### src/rtl/data_ram_ctrl.sv
// ----------------------------------------------------------------------------
// data_ram_ctrl
//   Responder end of the MEM-stage data-RAM interface. Takes the memory
//   stage's combinational request, runs it against an external asynchronous
//   32-bit SRAM with WAIT_CYCLES extra access cycles, and holds the pipeline
//   until the access has finished. Loads return the full word; lane
//   extraction and extension stay in the memory stage.
//
// Parameters
//   ADDR_WIDTH   word-address bits driven to the SRAM
//   WAIT_CYCLES  extra SRAM access cycles (0..15)
//
// Ports
//   clk, rst                 clock, synchronous active-high reset
//   ram_en_i                 request valid
//   mem_write_en_i           1 = store, 0 = load
//   mem_addr_i               byte address, [1:0] ignored
//   mem_select_i             byte lanes, bit3 = data[31:24]
//   store_data_i             lane-replicated store data
//   excp_i                   exception on the current instruction, drops request
//   ram_data_o               last completed read word
//   stall_o                  hold pipeline (request inputs must stay stable)
//   sram_addr_o/wdata_o      SRAM word address / write data (held between accesses)
//   sram_wdata_oe_o          tri-state enable for write data
//   sram_rdata_i             SRAM read data
//   sram_ce_n_o/oe_n_o/we_n_o/be_n_o  active-low SRAM controls
// ----------------------------------------------------------------------------
module data_ram_ctrl #(
    parameter int ADDR_WIDTH  = 20,
    parameter int WAIT_CYCLES = 2
) (
    input  logic                  clk,
    input  logic                  rst,
    input  logic                  ram_en_i,
    input  logic                  mem_write_en_i,
    input  logic [31:0]           mem_addr_i,
    input  logic [3:0]            mem_select_i,
    input  logic [31:0]           store_data_i,
    input  logic                  excp_i,
    output logic [31:0]           ram_data_o,
    output logic                  stall_o,
    output logic [ADDR_WIDTH-1:0] sram_addr_o,
    output logic [31:0]           sram_wdata_o,
    output logic                  sram_wdata_oe_o,
    input  logic [31:0]           sram_rdata_i,
    output logic                  sram_ce_n_o,
    output logic                  sram_oe_n_o,
    output logic                  sram_we_n_o,
    output logic [3:0]            sram_be_n_o
);

    localparam logic [1:0] IDLE   = 2'd0;
    localparam logic [1:0] ACCESS = 2'd1;
    localparam logic [1:0] DONE   = 2'd2;

    localparam logic [3:0] WAIT_LOAD = WAIT_CYCLES[3:0];

    logic [1:0] state;
    logic [3:0] cnt;
    logic [3:0] sel_q;
    logic       write_q;
    logic       accept;
    logic       in_access;

    // Byte-offset bits and address bits above the SRAM range are not used.
    logic unused_addr;
    assign unused_addr = ^{mem_addr_i[1:0], mem_addr_i[31:ADDR_WIDTH+2]};

    // An excepting instruction must never touch memory.
    assign accept = ram_en_i && !excp_i;

    always_ff @(posedge clk) begin
        if (rst) begin
            state        <= IDLE;
            cnt          <= 4'd0;
            sel_q        <= 4'd0;
            write_q      <= 1'b0;
            sram_addr_o  <= '0;
            sram_wdata_o <= 32'd0;
            ram_data_o   <= 32'd0;
        end else begin
            case (state)
                IDLE: begin
                    if (accept) begin
                        sram_addr_o  <= mem_addr_i[ADDR_WIDTH+1:2];
                        sram_wdata_o <= store_data_i;
                        sel_q        <= mem_select_i;
                        write_q      <= mem_write_en_i;
                        cnt          <= WAIT_LOAD;
                        state        <= ACCESS;
                    end
                end
                ACCESS: begin
                    // Request inputs are no longer looked at; the latched
                    // access runs to completion.
                    if (cnt != 4'd0) begin
                        cnt <= cnt - 4'd1;
                    end else begin
                        if (!write_q) ram_data_o <= sram_rdata_i;
                        state <= DONE;
                    end
                end
                DONE:    state <= IDLE;
                default: state <= IDLE;
            endcase
        end
    end

    // Controls are combinational from state so they drop the same cycle
    // reset is raised, even mid-access.
    assign in_access = (state == ACCESS) && !rst;

    assign stall_o         = !rst && ((state == IDLE && accept) || state == ACCESS);
    assign sram_ce_n_o     = !in_access;
    assign sram_oe_n_o     = !(in_access && !write_q);
    assign sram_we_n_o     = !(in_access && write_q);
    assign sram_wdata_oe_o = in_access && write_q;
    // Loads always read the full word; stores enable only the selected lanes.
    assign sram_be_n_o     = !in_access ? 4'b1111 : (write_q ? ~sel_q : 4'b0000);

endmodule
### config.mk
export PLATFORM = sky130hd
export DESIGN_NAME = data_ram_ctrl
export DESIGN_NICKNAME = d
export VERILOG_FILES = /design/src/rtl/data_ram_ctrl.sv
export SDC_FILE = /design/constraint.sdc
export NUM_CORES = 1
export LEC_CHECK = 0
export CORE_MARGIN = 1.5
export CORE_UTILIZATION = 28
export DETAILED_ROUTE_END_ITERATION = 6
export SLEW_MARGIN = 15
export SYNTH_ARGS = -nofsm -noshare
export SYNTH_HDL_FRONTEND = slang
export SYNTH_SLANG_ARGS = --single-unit
### constraint.sdc
create_clock -name clk -period 2.5 [get_ports clk]
set_input_delay 0.375 -clock clk [delete_from_list [all_inputs] [get_ports clk]]
set_output_delay 0.375 -clock clk [all_outputs]
set_load 0.01 [all_outputs]
==> results of run 1 <==
[cells by family after synthesis]
logic type                 count (synthesis)
and+or+nand+nor                           54
muxes                                      1
DFF                                       95
AOI/OAI and AO/OA                        132
buffers and inverters                     36
adders and majority gates                  2
[routing by layer]
metal,up-vias,wire length [um]
met1,1513,4610
met2,114,4290
met3,17,777
li1,1536,-
met5,-,0
met4,0,255
[critical path, delay by kind of cell]
kind | cells | cell delay, ps
buffers and inverters | 2 | 1020
AND/OR/NAND/NOR | 1 | 480
AO/OA/AOI/OAI | 1 | 170
[timing repair]
item                       CTS  global route
hold buffers                 0             0
setup endpoints to repair    0             1
hold endpoints to repair     0             0
resized for setup            0             1
[cells in the mapped netlist, drive strengths merged]
| cell | instances | area (um^2) |
|---|---|---|
| dfxtp | 95 | 1900 |
| a2111oi | 1 | 10.0 |
| or3 | 1 | 6.26 |
| or4 | 1 | 7.51 |
| or4b | 1 | 10.0 |
| nor3 | 1 | 5.00 |
| nor3b | 2 | 15.0 |
| buf | 7 | 82.6 |
| nand2b | 1 | 6.26 |
| nor2 | 5 | 35.0 |
| o21ai | 37 | 185 |
| inv | 6 | 22.5 |
| ha | 2 | 25.0 |
| a21boi | 1 | 7.51 |
| and3 | 1 | 6.26 |
| clkbuf | 23 | 86.3 |
| nand2 | 3 | 11.3 |
| mux2i | 1 | 10.0 |
| a21oi | 34 | 170 |
| a22o | 57 | 499 |
| a311oi | 1 | 8.76 |
| nor4b | 1 | 8.76 |
| a41o | 1 | 10.0 |
| nor2b | 1 | 6.26 |
| or3b | 2 | 17.5 |
| nand3 | 34 | 170 |
[area by class of cell]
type	instances	area share [%]
Clock buffer	10	4.05
Clock inverter	6	2.35
Inverter	6	0.398
Multi-Input combinational cell	189	22.1
Sequential cell	95	33.6
Tap cell	143	3.16
Timing Repair Buffer	195	34.3
[power breakdown]
group	switching, mW	internal, mW
logic	0.246	0.325
clock network	0.576	1.08
registers	0.0409	1.59
[state kept, by name, indices dropped and copies added, names as in the netlist]
| name | cells |
|---|---|
| cnt | 4 |
| ram_data_o | 32 |
| sel_q | 4 |
| sram_addr_o | 20 |
| sram_wdata_o | 32 |
| state | 2 |
| write_q | 1 |
[cell usage in the layout (no fill, tap or decap), types with 2 or more instances in the layout]
| cell | count |
|---|---|
| clkdlybuf4s50_1 | 185 |
| dfxtp_1 | 95 |
| a22o_1 | 57 |
| o21ai_0 | 37 |
| a21oi_1 | 34 |
| nand3_1 | 34 |
| clkbuf_16 | 9 |
| buf_4 | 9 |
| inv_1 | 6 |
| bufinv_16 | 4 |
| nand2_1 | 3 |
| nor2_1 | 2 |
| nor3b_2 | 2 |
| ha_1 | 2 |
[worst max-delay path by stage]
stage / slack [ps] / end / cells after the start
after detailed placement: 90 / stall_o / 4
final: 80 / stall_o / 4
after CTS: 70 / stall_o / 4
after global routing: 30 / stall_o / 4
after global placement: 100 / stall_o / 4
after floorplan: 880 / stall_o / 3
[through the flow]
step | hold WS (ps) | util (%) | cells | power (mW) | setup slack [ps]
after CTS | 475 | 49.1 | 644 | 3.91 | 74.8
after global placement | 456 | 45.9 | 628 | 2.23 | 100
after global routing | 496 | 49.1 | 644 | 4.01 | 29.8
final | 473 | 49.1 | 644 | 3.85 | 77.1
after detailed placement | 458 | 45.9 | 628 | 2.24 | 92.4
after floorplan | 437 | - | 320 | 1.89 | 881
==> out/qor.txt, run 1 <==
crit-path most repeated cell -> clkdlybuf4s50_1
root buffer cell -> clkbuf_16
synthesized flop and latch total -> 95
Synth Area in XOR/XNOR -> 0%
minimum clock period -> 2420 ps
RSZ-0062 raised after global routing -> false
area share of fa/ha/maj cells after synthesis -> 0.753%
Final setup viols -> 0
worst slew pin tran -> 604 ps
critical path type -> input port to primary output
detailed placement HPWL -> 6630 um
Worst Hold End -> ram_data_o[18]$_SDFFE_PP0P_
CP Launch Type -> input port
vias -> 3,180
Slew Viols, Final -> 0
DR pass1 iterations -> 7
Crit. Startpoint -> ram_en_i
final hold violations -> 0
Post-DP Area -> 5290 um^2
Via density -> 4.94
gpl congestion -> 0.703
starting density of the core -> 28.9%
CTS tree -> yes
main combinational cell family by area after synthesis -> compound AO/OA/AOI/OAI gates
Worst Path Required -> 2120 ps
IO buf count -> 185
grt total ovfl -> 0
warning count from the yosys run -> 0
worst-path cell chain -> clkdlybuf4s50_1 > or4b_1 > a21oi_1 > clkdlybuf4s50_1
CTS Buffer Depth -> 2
period utilization -> 96.9%
r2r startpoint -> cnt[0]$_SDFFE_PP0P_
filler instances -> 1,068
largest net degree at the start of global routing -> 40
Synth Area per Inst -> 10.4 um^2
overall track demand over capacity in global routing -> 15.9%
slew margin rel. -> 59.7%
met1 Use GR -> 21.3%
die height -> 112 um
status -> complete, but fails checks
Synth Area in Compound Gates -> 26.8%
element type at the critical path end -> primary output
met2 usage -> 23.5%
Worst EP arrival -> 2050 ps
critical path's slowest cell -> clkdlybuf4s50_1
antenna cell count -> 0
simple-gate portion of the synthesized area -> 9.18%
ANT nets after route -> 0
number of cells on the worst hold path -> 2
HP Class -> register to register
reg-to-reg slack, setup -> 750 ps
I/O pin cnt -> 198
Syn Std Cell Area -> 3320 um^2
core box area -> 11,500 um^2
Clk Latency, worst-skew pair -> 340 ps
area grow syn2layout -> 70.1%
Hold Startpoint -> ram_data_o[18]$_SDFFE_PP0P_
Wirelength per Cell -> 15.4 um
chip width -> 112 um
DRC -> 12
CP peak stage delay -> 550 ps
crit path max fanout -> 2
area taken by multi-input logic gates -> 1250 um^2
Worst-path clk slew -> 60 ps
Max Clock Skew -> 3.40 ps
post-CTS setup buffers -> 0
failing checks -> design-rule violations
final instance area -> 5660 um^2
WL final -> 9940 um
row count -> 39
Detailed Route Iter0 Violations -> 187
Seq/Total Area, Yosys -> 57.2%
CTS buffer count -> 9
leak pwr -> 2.08 nW
H-tree Lvls -> 3
cell count after synthesis -> 320
Reg area -> 1900 um^2
die area -> 12,500 um^2
met3 GRT Util -> 4.30%
first-pass GRT wire length -> 16,000 um
fraction of layout cells with a size suffix above 1 -> 6.19%
gr busiest metal -> met2
f_max -> 413 MHz
VDD IR max -> 393 uV
nets -> 603
setup_tns -> 0 ps
Net Count, Synth -> 427
FF-to-FF End -> cnt[1]$_SDFFE_PP0P_
maximum capacitance violations -> 0
Distinct cells, synth -> 31
Worst Reg2Reg Path Length in Cells -> 6
clock sink count -> 95
vias in the first global route -> 3,145
initial antenna violation count -> 0
multiplexer share of the synthesized area -> 0.301%
Cell Pwr Density -> 681 nW/um^2
Note: power is estimated with default switching activity, not from simulation.
==> run 2, diff against run 1 <==
- SLEW_MARGIN: 15 -> default
==> results of run 2 <==
The final DEF is identical to that of run 1; final timing and power are the same.
